**src/rtl/uart_tx_fifo.sv**
```systemverilog
// uart_tx_fifo: small byte FIFO feeding an 8N1 UART serialiser; tx_en freezes the serialiser
module uart_tx_fifo #(
    parameter int CLKS_PER_BIT = 16,
    parameter int FIFO_AW = 2
) (
    input  logic       clk,
    input  logic       rst,
    input  logic       tx_en,
    input  logic       wr_en,
    input  logic [7:0] wr_dat,
    output logic       full,
    output logic       empty,
    output logic       ovf,
    output logic       tx,
    output logic       busy,
    output logic       utdone
);
    localparam int DEPTH = 2 ** FIFO_AW;
    localparam int BW = (CLKS_PER_BIT > 2) ? $clog2(CLKS_PER_BIT) : 1;
    typedef enum logic [1:0] {IDLE, START, DATA, STOP} state_t;
    state_t state;
    logic [7:0] mem [DEPTH];
    logic [FIFO_AW-1:0] wr_ptr, rd_ptr;
    logic [FIFO_AW:0] count;
    logic [BW-1:0] baud_cnt;
    logic [2:0] bit_idx;
    logic [7:0] shift;
    logic pop, push, bit_end;
    assign full    = count[FIFO_AW];
    assign empty   = count == '0;
    assign pop     = tx_en && state == IDLE && !empty;
    assign push    = wr_en && (!full || pop);
    assign bit_end = baud_cnt == BW'(CLKS_PER_BIT - 1);
    always_ff @(posedge clk) begin
        if (push) mem[wr_ptr] <= wr_dat;
    end
    always_ff @(posedge clk or posedge rst) begin
        if (rst) begin
            wr_ptr <= '0;
            rd_ptr <= '0;
            count  <= '0;
            ovf    <= 1'b0;
        end else begin
            if (push) wr_ptr <= wr_ptr + 1'b1;
            if (pop) rd_ptr <= rd_ptr + 1'b1;
            if (push != pop) count <= push ? count + 1'b1 : count - 1'b1;
            if (wr_en && !push) ovf <= 1'b1;
        end
    end
    // Every state change waits for tx_en, so a low tx_en simply stretches the current bit.
    always_ff @(posedge clk or posedge rst) begin
        if (rst) begin
            state    <= IDLE;
            baud_cnt <= '0;
            bit_idx  <= '0;
            shift    <= '0;
            tx       <= 1'b1;
            busy     <= 1'b0;
            utdone   <= 1'b0;
        end else begin
            utdone <= 1'b0;
            if (tx_en) begin
                baud_cnt <= (state == IDLE || bit_end) ? '0 : baud_cnt + 1'b1;
                case (state)
                    IDLE: if (!empty) begin
                        shift <= mem[rd_ptr];
                        tx    <= 1'b0;
                        busy  <= 1'b1;
                        state <= START;
                    end
                    START: if (bit_end) begin
                        tx      <= shift[0];
                        shift   <= shift >> 1;
                        bit_idx <= '0;
                        state   <= DATA;
                    end
                    DATA: if (bit_end) begin
                        tx      <= bit_idx == 3'd7 ? 1'b1 : shift[0];
                        shift   <= shift >> 1;
                        bit_idx <= bit_idx + 1'b1;
                        state   <= bit_idx == 3'd7 ? STOP : DATA;
                    end
                    STOP: if (bit_end) begin
                        busy   <= 1'b0;
                        utdone <= 1'b1;
                        state  <= IDLE;
                    end
                    default: state <= IDLE;
                endcase
            end
        end
    end
endmodule

```
**config.mk**
```make
export PLATFORM = sky130hd
export DESIGN_NAME = uart_tx_fifo
export DESIGN_NICKNAME = d
export VERILOG_FILES = /design/src/rtl/uart_tx_fifo.sv
export SDC_FILE = /design/constraint.sdc
export NUM_CORES = 1
export LEC_CHECK = 0
export ABC_AREA = 1
export BUFFER_PORTS_ARGS = -buffer_cell sky130_fd_sc_hd__buf_2
export CAP_MARGIN = 15
export CELL_PAD_IN_SITES_DETAIL_PLACEMENT = 0
export CELL_PAD_IN_SITES_GLOBAL_PLACEMENT = 1
export CORE_MARGIN = 1
export CORE_UTILIZATION = 50
export CTS_CLUSTER_DIAMETER = 120
export CTS_CLUSTER_SIZE = 10
export DETAILED_ROUTE_END_ITERATION = 7
export PLACE_DENSITY = 0.91
export SLEW_MARGIN = 20
export SYNTH_ARGS = -nofsm -noshare
export SYNTH_HDL_FRONTEND = slang
export SYNTH_SLANG_ARGS = --single-unit
```
**constraint.sdc**
```tcl
create_clock -name clk -period 2.9 [get_ports clk]
set_input_delay 0.29 -clock clk [delete_from_list [all_inputs] [get_ports clk]]
set_output_delay 0.29 -clock clk [all_outputs]
set_load 0.05 [all_outputs]
```
* After elaboration in Yosys (flattened, before gate mapping)
Memory sizes are Yosys's and may differ from the RTL's.
Index checks and enable logic that the tools add are counted.
** Storage, ports and cells
- Register bits :: 28
- Bits in latches :: 0
- Bits in writable memories :: 32
- Bits in read-only memories :: 0
- Input port bits :: 12
- Output and inout port bits :: 6
- Logic and storage cells :: 77
- Memories :: 1
** Memory list
- mem :: depth 4, bits a word 8, read ports 1, clocked after memory_dff 0, write ports 1, RTL line 22 : logic [7:0] mem [DEPTH];
** Cells by class
- Add/sub/neg operators :: 6
- Multiply operators :: 0
- Divide/modulo/power cells :: 0
- Magnitude comparators :: 0
- Eq/ne operators :: 11
- Shift operators :: 0
- Muxes and demuxes :: 27
- Bitwise gates (word level) :: 0
- Reductions and logical operators :: 21
** Operators with widths (number)
- $mux 8 :: 2
- $pmux 8 s2 :: 1
- $mux 1 :: 12
- $reduce_and 4->1 :: 3
- $reduce_and 5->1 :: 2
- $mux 3 :: 3
- $mux 2 :: 4
- $ne 2x2->1 const B :: 4
- $pmux 2 s4 :: 1
- $add 3x1->3 const B :: 2
- $pmux 3 s2 :: 1
- $reduce_bool 2->1 :: 3
- $add 2x1->2 const B :: 2
- $add 4x1->4 const B :: 1
- $eq 2x2->1 const B :: 2
- $eq 4x4->1 const B :: 1
- $logic_and 1x1->1 :: 4
- $mux 4 :: 1
- $eq 3x3->1 const B :: 1
- $logic_not 1->1 :: 3
- $logic_not 3->1 :: 1
- $pmux 1 s3 :: 1
- $reduce_bool 3->1 :: 1
- $sub 3x1->3 const B :: 1
- 7 further kinds :: 8

* Longest topological paths before layout
Gate-level depths: netlist of run 1.
- Depth in word-level cells :: 7
- Gate-level depth with buffers :: 15
- Depth with buffers taken out :: 15

* Worst setup path after synthesis of run 1
No wires, ideal clock.
- Kind :: reg2reg
- Start point :: register state[0]
- End point :: memory mem[0][0] (enable)
- Library setup time :: 371 ps
- Data arrival time :: 1347 ps
- Data required time :: 2529 ps
- Setup slack :: 1183 ps
- Cell stages (with the launch flop) :: 7
- Buffers on the path :: 0
- Period minus slack after synthesis :: 1717 ps
- Path through :: dfrtp_1 > inv_1 > ha_1 > nand2_2 > nand2_2 > nand2_4 > nor2_1
** Between the ends
- Word-level cells in the longest chain between the ends :: 7
** RTL lines
- from (decl) :: RTL line 21 : state_t state;
- from (signal assigned) :: RTL line 81 : state <= bit_idx == 3'd7 ? STOP : DATA;
- $logic_not 2->1 :: RTL line 31 : assign pop = tx_en && state == IDLE && !empty;
- $logic_and 1x1->1 (2 in a row) :: RTL line 31
- $logic_or 1x1->1 :: RTL line 32 : assign push = wr_en && (!full || pop);
- $logic_and 1x1->1 :: RTL line 32
- $mux 1 :: RTL line 35 : if (push) mem[wr_ptr] <= wr_dat;
- $mux 1 (implied by the code) :: RTL line 35
- to (decl) :: RTL line 22
Every way passes these cells.

* Worst setup path in the final report of run 1
- Start point :: register state[1]
- End point :: memory mem[0][7] (enable)
The elaborated chain is that of the path after synthesis.

==> metrics.txt, run 1 <==
register share of total power 39.0%; area growth from synthesis to final layout 12.3%; number of global-route vias before repair 1882; TritonCTS clock tree done; Leak Pwr 1.47 nW; maximum clock skew at final layout 0.00714 ns; initial core utilization 51.6%; # setup viols final 0; Slew headroom 54.9%; die extent in x 77.4 um; count of nets left with antenna violations after detail routing 0; number of distinct library cells after synthesis 28; startpoint of the lowest-slack register-to-register path state[1]; clock latency of the later-clocked register in the worst-skew pair 0.34 ns; Synth Flop Type edfxtp_1; area enclosed by the die boundary 5990 um2; total count of max-transition violations in the final report 0; number of DRC violations after detailed-routing iteration 0 74; EDFF count, synth 32; area occupied by multi-input gates 1040 um2; most frequent cells in the layout 99 x nand2_1, 32 x edfxtp_1, 30 x nand3_1; standard-cell row count 27; # DRC 0; synthesized netlist cell count 293; wire length of the first global-routing pass 9160 um; most frequent standard cell in the layout excluding fill and tap cells nand2_1; worst reg2reg path endpoint mem[0][7]; library cell used as clock root buffer clkbuf_8; Power Density 1070 nW/um2; setup bufs post-CTS 0; antenna violations before repair 0; path type of the worst min-delay path in -> async; ratio of final minimum period to clock period 69.0%; ys async rst share 46.7%; average detailed-routed wire length per instance 13.8 um; number of buffers created by CTS 9; number of inserted diodes 0; non-filler instance count after layout 393; warnings from Yosys 0; worst slack, placed 0.922 ns; number of vias after detailed routing 1986; depth of the most critical reg-to-reg path 6; post-layout worst setup margin 0.900 ns; worst setup path class reg -> reg; final critical path time including I/O delays and setup 2.00 ns; die height 77.4 um; maximum root-to-sink buffer count 2; Sinks on Clock Net 60; sequential fraction of the synthesis area 58.5%; summed instance area of the synthesized netlist 2840 um2; Port Buf Inserts 17; switching portion of total power 42.1%; worst IR drop on VDD 0.623 mV; clock-pin slew on the worst setup and hold paths 0.07 ns; WP data arrival 1.97 ns; Critical Path Start Type register; clock share of power 22.0%; final hold vios 0; Post-Syn Nets 318; peak clock frequency supported by timing 500 MHz; outcome finished, final reports clean; smallest hold slack 0.000450 ns; Final Wtd Congestion 0.802; count of state elements after synthesis 60; global route overflow 0; number of gates given a new drive strength after cts 0; Total Nets Final 341; summed negative setup slack over all endpoints 0 ns; filler instances 476; Setup crit end kind register; Core ar. 5510 um2; maximum number of pins on one net before global-route repair 29; per-cell via count in the routed design 5.05; router iterations before antenna repair 4; unrepaired setup endpoints after global routing no; fraction of power consumed by combinational cells 39.0%; transition time at the pin with the least slew margin 0.673 ns; area used by sequential logic in the layout 1660 um2; instance count after placement with tap cells included 377; I/O pin total 18; fraction of layout cells with a size suffix above 1 15.3%; number of levels the H-tree was split into 3; GR Util All Layers 20.4%; critical path data required time 2.87 ns; internal power 1.97 mW; net switching power 1.43 mW; per-instance average area after synthesis 9.71 um2; Post-CTS Hold Buffers 0; setup slack of the worst register-to-register path 0.90 ns; max-capacitance violation count 0; critical path fanouts, max 8; Total Wirelength 5420 um; half-perimeter wire length of the detailed placement result 3810 um
[worst max-delay path by stage]
stage                        start        end  slack (ns)  depth (start not counted)
after CTS                 state[0]  mem[0][2]        0.90                          6
after floorplan           state[0]  mem[0][0]        1.18                          6
final                     state[1]  mem[0][7]        0.90                          6
after global placement    state[0]  mem[2][0]        1.04                          6
after global routing      state[1]  mem[0][4]        0.78                          6
after detailed placement  state[0]  mem[0][2]        0.92                          6
[synth_stat cells, types with 2 or more instances]
library cell | n | area, um2
a21oi_1 | 4 | 20.0
buf_2 | 4 | 20.0
dfrtp_1 | 27 | 676
edfxtp_1 | 32 | 961
ha_1 | 13 | 163
inv_1 | 25 | 93.8
inv_2 | 4 | 15.0
nand2_1 | 99 | 372
nand2_2 | 4 | 25.0
nand2_4 | 2 | 22.5
nand3_1 | 30 | 150
nand4_1 | 6 | 37.5
nor2_1 | 8 | 30.0
o21ai_0 | 17 | 85.1
o21ai_1 | 2 | 10.0
xor2_1 | 4 | 35.0
[critical path, cell delays in order (launching register included)]
cell and delay [ns]:
dfrtp_1 0.41, inv_1 0.11, ha_1 0.27, nand2_2 0.11, nand2_2 0.11, nand2_4 0.08
nor2_1 0.53
[layer usage]
layer  vias up  global-route usage (%)  wire, um
li1       1010                       -         -
met1       925                    29.2      2670
met2        44                    29.4      2460
met3         7                    5.29       208
met4         0                    8.68        72
met5         -                       0         0
[final cells by class]
cell class / instances / share of cell area [%]
clock buffers: 9 / 3.88
well taps: 72 / 2.82
repair buffers: 18 / 2.90
multi-input cells: 198 / 32.6
clock inverters: 7 / 2.35
flip-flops and latches: 60 / 52.1
inverters: 29 / 3.41
[kinds of logic after synthesis]
| kind of cell | Yosys count | synth area share, % |
|---|---|---|
| buffers and inverters | 35 | 4.93 |
| AO/OA/AOI/OAI | 26 | 4.84 |
| adder cells (fa/ha/maj) | 13 | 5.72 |
| XOR/XNOR | 6 | 2.11 |
| AND/OR/NAND/NOR | 153 | 23.9 |
| flip-flops | 60 | 58.5 |
[state kept, by name (all words and copies together) (netlist names)]
| register | count |
|---|---|
| baud_cnt | 4 |
| bit_idx | 3 |
| busy | 1 |
| count | 3 |
| mem | 32 |
| ovf | 1 |
| rd_ptr | 2 |
| shift | 8 |
| state | 2 |
| tx | 1 |
| utdone | 1 |
| wr_ptr | 2 |
[through the flow]
stage | instance area (um2) | power (mW) | util [%]
after floorplan | 2840 | 2.38 | -
after global placement | 3000 | 2.64 | 54.4
after detailed placement | 3000 | 2.67 | 54.4
after CTS | 3190 | 3.42 | 58.0
after global routing | 3190 | 3.69 | 58.0
final | 3190 | 3.41 | 58.0
[power by group through the flow]
stage               Sequential [mW]  Clock (mW)  Combinational [mW]
floorplan                      1.32           0                1.06
global placement               1.34           0                1.30
detailed placement             1.34           0                1.33
CTS                            1.33       0.756                1.34
global route                   1.35       0.801                1.54
finish                         1.33       0.748                1.33
No activity file was read; power rests on OpenSTA's default activity.
==> inputs of run 2 (changes only) <==
--- a/config.mk
+++ b/config.mk
@@ -5,17 +5,17 @@
 export SDC_FILE = /design/constraint.sdc
 export NUM_CORES = 1
 export LEC_CHECK = 0
-export ABC_AREA = 1
+export ABC_AREA = 0
 export BUFFER_PORTS_ARGS = -buffer_cell sky130_fd_sc_hd__buf_2
 export CAP_MARGIN = 15
 export CELL_PAD_IN_SITES_DETAIL_PLACEMENT = 0
 export CELL_PAD_IN_SITES_GLOBAL_PLACEMENT = 1
 export CORE_MARGIN = 1
-export CORE_UTILIZATION = 50
+export CORE_UTILIZATION = 45
 export CTS_CLUSTER_DIAMETER = 120
 export CTS_CLUSTER_SIZE = 10
 export DETAILED_ROUTE_END_ITERATION = 7
-export PLACE_DENSITY = 0.91
+export PLACE_DENSITY = 0.83
 export SLEW_MARGIN = 20
 export SYNTH_ARGS = -nofsm -noshare
 export SYNTH_HDL_FRONTEND = slang
==> constraint.sdc (replaced) <==
create_clock -name clk -period 1.6 [get_ports clk]
set_input_delay 0.16 -clock clk [delete_from_list [all_inputs] [get_ports clk]]
set_output_delay 0.16 -clock clk [all_outputs]
set_load 0.05 [all_outputs]
==> run 2 against run 1 <==
  * Critical path depth increased by 3
  * First-iteration DRC count up 110%
  * Global-route usage decreased by 1.5 points
  * Critical endpoint is now count[1]
  * Final cell count decreased by 8.9%
  * Combinational power increased to 2.6 times the previous value
  * Clock power is 75% higher
  * The run now ends with setup timing left
  * Non-clock buffer count up 46
==> metrics.txt, run 2 <==
worst setup path class reg -> reg; number of global-route vias before repair 1846 (-1.9%); total count of max-transition violations in the final report 0 (unchanged); worst slack, placed -0.316 ns (-1.24 ns); adder-cell area share of the yosys netlist 5.61% (-0.11 points); maximum number of pins on one net before global-route repair 29 (unchanged); summed instance area of the synthesized netlist 2900 um2 (+1.9%); clock-pin slew on the worst setup and hold paths 0.07 ns (about the same); TritonCTS clock tree done; terminating pin of the worst hold path mem[2][6]; number of vias after detailed routing 1956 (-1.5%); summed negative setup slack over all endpoints -3.44 ns (-3.44 ns); number of distinct library cells after synthesis 56 (+100%); post-synth top area share 33.1% (-0.64 points); max-capacitance violation count 0 (unchanged); smallest hold slack 0.0316 ns (+0.0312 ns); Total Power 7.06 mW (+110%); global route overflow 0 (unchanged); simple-gate area share of the yosys netlist 9.11% (-15 points); EDFF count, synth 32 (unchanged); number of flip-flops under the largest register name 32 (unchanged); Setup crit end kind register; path type of the worst min-delay path in -> reg; number of DRC violations after detailed-routing iteration 0 158 (+110%); Core ar. 6060 um2 (+10%); per-instance average area after synthesis 13.4 um2 (+38%); final critical path time including I/O delays and setup 1.94 ns (-0.0640 ns); Sinks on Clock Net 60 (unchanged); most frequent standard cell in the layout excluding fill and tap cells buf_4; cell count of the worst hold path 1; violations in the final reports setup timing; area growth from synthesis to final layout 31.5%; critical path fanouts, max 2 (-6); share of synthesized area spent on multiplexers 10.5% (+11 points); number of levels the H-tree was split into 3 (unchanged); Leak Pwr 1.61 nW (+9.0%); fraction of layout cells with a size suffix above 1 42.4% (+27 points); library cell used as clock root buffer clkbuf_8; area used by sequential logic in the layout 1660 um2 (about the same); synthesized-area fraction occupied by xor and xnor cells 1.21% (-0.90 points); # DRC 0 (unchanged); most frequent cells in the layout 34 x buf_4, 32 x edfxtp_1, 26 x dfrtp_1; worst IR drop on VDD 1.11 mV (+79%); area occupied by multi-input gates 1280 um2 (+23%); ratio of final minimum period to clock period 121% (+52 points); peak clock frequency supported by timing 517 MHz (+3.3%); main combinational cell family by area after synthesis compound AO/OA/AOI/OAI gates; wire length of the first global-routing pass 9030 um (-1.4%); Total Wirelength 5760 um (+6.3%); Total Nets Final 303 (-11%); # setup viols final 16 (+16); biggest registers after layout mem x32, shift x8, baud_cnt x4; area enclosed by the die boundary 6770 um2 (+13%); I/O pin total 18 (unchanged); post-layout worst setup margin -0.336 ns (-1.24 ns); worst reg2reg path endpoint count[1]; transition time at the pin with the least slew margin 0.389 ns (-0.285 ns); complex-gate fraction of the synthesized area 12.6% (+7.8 points); initial core utilization 47.8% (-3.8 points); half-perimeter wire length of the detailed placement result 3780 um (-0.69%); Post-Syn Nets 242 (-24%); antenna violations before repair 0 (unchanged); number of buffers created by CTS 9 (unchanged); depth of the most critical reg-to-reg path 9 (+3); clock latency of the later-clocked register in the worst-skew pair 0.34 ns (about the same); critical path data required time 1.82 ns (-1.05 ns); number of inserted diodes 0 (unchanged); standard-cell row count 28 (+3.7%); Critical Path Start Type register; maximum root-to-sink buffer count 2 (unchanged); filler instances 458 (-3.8%); sequential fraction of the synthesis area 57.4% (-1.1 points); register containing the most flip-flops in the final layout mem; Port Buf Inserts 17 (unchanged); GR Util All Layers 18.9% (-1.5 points); top-count cell post-synth edfxtp_1; Power Density 1850 nW/um2 (+74%); router iterations before antenna repair 4 (unchanged); per-cell via count in the routed design 5.46 (+8.1%); cell taking the most area after synthesis edfxtp_1; die height 82.3 um (+6.3%); average detailed-routed wire length per instance 16.1 um (+17%); unrepaired setup endpoints after global routing yes; Synth Flop Type edfxtp_1; leading post-synthesis cells by cell area edfxtp_1 33%, dfrtp_1 23%, mux2i_1 5.9%; startpoint of the lowest-slack register-to-register path state[0]; maximum clock skew at final layout 0.00644 ns (-0.000697 ns); count of state elements after synthesis 60 (unchanged); Slew headroom 73.9% (+19 points); most frequent cells after synthesis 32 x edfxtp_1, 27 x dfrtp_1, 17 x mux2i_1; Final Wtd Congestion 0.755 (-5.9%); Min-Delay Startpoint wr_dat[6]; count of nets left with antenna violations after detail routing 0 (unchanged); warnings from Yosys 0 (unchanged); WP data arrival 2.16 ns (+0.19 ns); outcome complete, but fails checks; synthesized netlist cell count 217 (-26%); setup slack of the worst register-to-register path -0.34 ns (-1.24 ns); die extent in x 82.3 um (+6.3%); final hold vios 0 (unchanged); ys async rst share 46.7% (unchanged)
run 2: power by group:
part	switching [mW]	internal (mW)	total, mW
clock network	0.599	0.709	1.31
logic	1.65	1.87	3.52
registers	0.247	1.98	2.23
run 2: logic make-up after synthesis:
kind of cell             count (synthesis)
adder cells (fa/ha/maj)                 13
buffers and inverters                   24
flip-flops                              60
multiplexers                            29
XOR/XNOR                                 4
AO/OA/AOI/OAI                           45
AND/OR/NAND/NOR                         42
run 2: routing by layer:
layer	wire, um	up-vias	GRT usage [%]
li1	-	939	-
met1	2680	970	24.5
met2	2800	37	29.1
met3	159	10	4.18
met4	118	0	10.7
met5	0	-	0
run 2: stage by stage:
stage	utilization (%)	instance area, um2	instances
after global placement	56.8	3440	334
after CTS	60.7	3680	352
after floorplan	-	2990	217
after global routing	62.9	3810	358
after detailed placement	56.8	3440	334
final	62.9	3810	358
run 2: worst max-delay path: stages, from the launching register on:
cell and delay [ns]:
dfrtp_1 0.40, inv_2 0.09, ha_4 0.15, nand2_4 0.05, a21oi_4 0.13, xnor2_1 0.09
ha_1 0.31, and4b_1 0.20, a311o_1 0.26, o311a_1 0.12
run 2: worst max-delay path by stage:
stage          startpoint  endpoint  slack (ns)  cells past startpoint
2_1_floorplan    state[1]  count[1]       -0.45                      9
4_1_cts          state[1]  count[1]       -0.33                      9
3_5_place_dp     state[1]  count[1]       -0.32                      9
6_report         state[0]  count[1]       -0.34                      9
3_3_place_gp     state[1]  count[1]       -0.28                      9
5_1_grt          state[0]  count[1]       -0.41                      9
run 2: cell type report:
class | count | area share (%)
inverters | 10 | 0.985
repair buffers | 64 | 14.2
multi-input cells | 133 | 33.7
clock inverters | 7 | 1.77
well taps | 75 | 2.46
flip-flops and latches | 60 | 43.7
clock buffers | 9 | 3.25
run 2: what timing repair did:
action	CTS	global route
endpoints found under the hold margin	27	0
hold buffers	1	0
resized for setup	3	25
buffers inserted	1	6
pin swaps	2	6
endpoints found under the setup margin	13	51
==> inputs of run 3 (changes only) <==
--- a/config.mk
+++ b/config.mk
@@ -16,6 +16,7 @@
 export CTS_CLUSTER_SIZE = 10
 export DETAILED_ROUTE_END_ITERATION = 7
 export PLACE_DENSITY = 0.83
+export REMOVE_ABC_BUFFERS = 1
 export SLEW_MARGIN = 20
 export SYNTH_ARGS = -nofsm -noshare
 export SYNTH_HDL_FRONTEND = slang
==> run 3 against run 2 <==
  * The flow still finishes with violations (setup timing)
  * Power grew 3.1%
  * Register-to-register slack gained 0.06 ns
  * Sequential power is essentially flat
  * Clock skew grew 0.0029 ns
  * Count of clock-buffer cells in the layout grew 2
  * Largest cell class unchanged
==> metrics.txt, run 3 (same netlist as run 2, synthesis figures left out) <==
highest routed layer met4; fraction of layout cells with a size suffix above 1 40.9% (-1.5 points); final hold vios 0 (unchanged); total met3 wirelength after detailed routing 194 um (+22%); Slew headroom 66.8% (-7.0 points); area growth from synthesis to final layout 30.6%; standard-cell row count 28 (unchanged); internal power 4.82 mW (+5.7%); register share of total power 30.6% (-1.0 points); antenna violations before repair 0 (unchanged); I/O pin total 18 (unchanged); non-filler instance count after layout 356 (-0.56%); biggest registers after layout mem x32, shift x8, baud_cnt x4; TritonCTS clock tree done; average detailed-routed wire length per instance 16.1 um (about the same); length of routed wiring on met1 2720 um (+1.6%); final critical path time including I/O delays and setup 1.87 ns (-0.0617 ns); path type of the worst min-delay path in -> reg; area used by sequential logic in the layout 1660 um2 (unchanged); initial core utilization 47.8% (unchanged); library cell used as clock root buffer clkbuf_8; instance count after placement with tap cells included 334 (unchanged); most frequent standard cell in the layout excluding fill and tap cells buf_4; transition time at the pin with the least slew margin 0.493 ns (+0.105 ns); half-perimeter wire length of the detailed placement result 3590 um (-5.1%); total count of max-transition violations in the final report 0 (unchanged); router iterations before antenna repair 4 (unchanged); Critical Path Start Type register; WP data arrival 2.09 ns (-0.07 ns); outcome complete, but fails checks; die extent in x 82.3 um (unchanged); peak clock frequency supported by timing 534 MHz (+3.3%); number of buffers created by CTS 9 (unchanged); number of vias after detailed routing 1930 (-1.3%); # setup viols final 14 (-2); worst setup path class reg -> reg; global route overflow 0 (unchanged); Final Wtd Congestion 0.829 (+9.8%); clock share of power 19.8% (+1.3 points); Power Density 1920 nW/um2 (+3.8%); maximum number of pins on one net before global-route repair 29 (unchanged); critical path data required time 1.82 ns (about the same); post-layout worst setup margin -0.274 ns (+0.0617 ns); net switching power 2.45 mW (-1.6%); violations in the final reports setup timing; number of flip-flops under the largest register name 32 (unchanged); switching portion of total power 33.7% (-1.6 points); # DRC 0 (unchanged); Total Nets Final 301 (-0.66%); number of DRC violations after detailed-routing iteration 0 102 (-35%); DR WL met2 2680 um (-4.3%); per-cell via count in the routed design 5.42 (-0.77%); ratio of final minimum period to clock period 117% (-3.9 points); maximum root-to-sink buffer count 2 (unchanged); register containing the most flip-flops in the final layout mem; worst IR drop on VDD 0.889 mV (-20%); most frequent cells in the layout 37 x buf_4, 32 x edfxtp_1, 26 x dfrtp_1; fraction of power consumed by combinational cells 49.6% (-0.3 points); count of nets left with antenna violations after detail routing 0 (unchanged); wire length of the first global-routing pass 9540 um (+5.6%); summed negative setup slack over all endpoints -2.79 ns (+0.647 ns); Setup crit end kind register; max-capacitance violation count 0 (unchanged); Leak Pwr 1.62 nW (+0.89%); area occupied by multi-input gates 1270 um2 (-1.2%); number of inserted diodes 0 (unchanged); Core ar. 6060 um2 (unchanged); clock-pin slew on the worst setup and hold paths 0.07 ns (about the same); die height 82.3 um (unchanged); critical path fanouts, max 7 (+5); area enclosed by the die boundary 6770 um2 (unchanged); clock latency of the later-clocked register in the worst-skew pair 0.34 ns (about the same); Total Wirelength 5720 um (-0.64%); number of levels the H-tree was split into 3 (unchanged); unrepaired setup endpoints after global routing yes; Port Buf Inserts 17 (unchanged); number of global-route vias before repair 1957 (+6.0%); Sinks on Clock Net 60 (unchanged); filler instances 439 (-4.1%); maximum clock skew at final layout 0.00935 ns (+0.00291 ns); GR Util All Layers 19.7% (+0.78 points)
[run 3: changes by cell type in the layout (fill, tap and decap cells not counted), moves of 3 or more]
| cell | previous run | this run |
|---|---|---|
| buf_6 | 6 | 2 |
| and2_4 | 0 | 4 |
| and2_1 | 4 | 0 |
| o21ai_0 | 3 | 6 |
| buf_4 | 34 | 37 |
[run 3: path summary, 6_finish.rpt]
check	startpoint	to	slack, ns	cells after the start
max reg2reg	state[1]	state[1]	-0.27	7
min reg2reg	ovf	ovf	0.47	1
max	state[1]	state[1]	-0.27	7
max in group asynchronous	rst	tx	0.84	4
min in group asynchronous	rst	shift[4]	0.43	4
min	wr_dat[3]	mem[3][3]	0.03	1
[run 3: timing repair]
action                                  CTS  global route
endpoints found under the setup margin   50            20
cloned                                    1             0
pin swaps                                11             8
hold endpoints to repair                 27             0
setup buffers                             7             4
resized for setup                        32             9
hold buffers                              1             0
[run 3: critical path, stage by stage, from the launching register on]
cell,delay [ns]
dfrtp_1,0.39
inv_2,0.08
ha_4,0.15
buf_4,0.11
buf_6,0.12
or4b_4,0.49
o211ai_2,0.10
mux2_4,0.32
[run 3: area by class of cell]
type / instances / area share, %
clock buffers: 11 / 3.47
flip-flops and latches: 60 / 44.0
multi-input cells: 133 / 33.5
repair buffers: 62 / 13.5
clock inverters: 5 / 2.05
well taps: 75 / 2.48
inverters: 10 / 0.991
[run 3: metrics by stage]
stage          power, mW  worst slack [ns]  hold WS (ns)  instance area, um2  utilization, %
6_report            7.28            -0.274        0.0305                3790            62.5
5_1_grt             7.71            -0.377        0.0120                3790            62.5
4_1_cts             7.21            -0.264        0.0241                3750            61.9
3_5_place_dp        5.13            -0.419         0.251                3390            56.0
3_3_place_gp        5.06            -0.347         0.252                3390            56.0
2_1_floorplan       3.92            -0.959         0.225                2830               -
[run 3: layer usage]
metal / GRT usage (%) / vias to the layer above
li1: - / 945
met1: 26.8 / 942
met2: 28.7 / 31
met3: 6.37 / 12
met4: 8.42 / 0
met5: 0 / -
[run 3: power by group through the flow]
stage	Sequential, mW	Clock [mW]	Combinational (mW)
2_1_floorplan	2.39	0	1.53
3_3_place_gp	2.22	0	2.85
3_5_place_dp	2.23	0	2.90
4_1_cts	2.22	1.45	3.54
5_1_grt	2.27	1.55	3.89
6_report	2.23	1.44	3.61
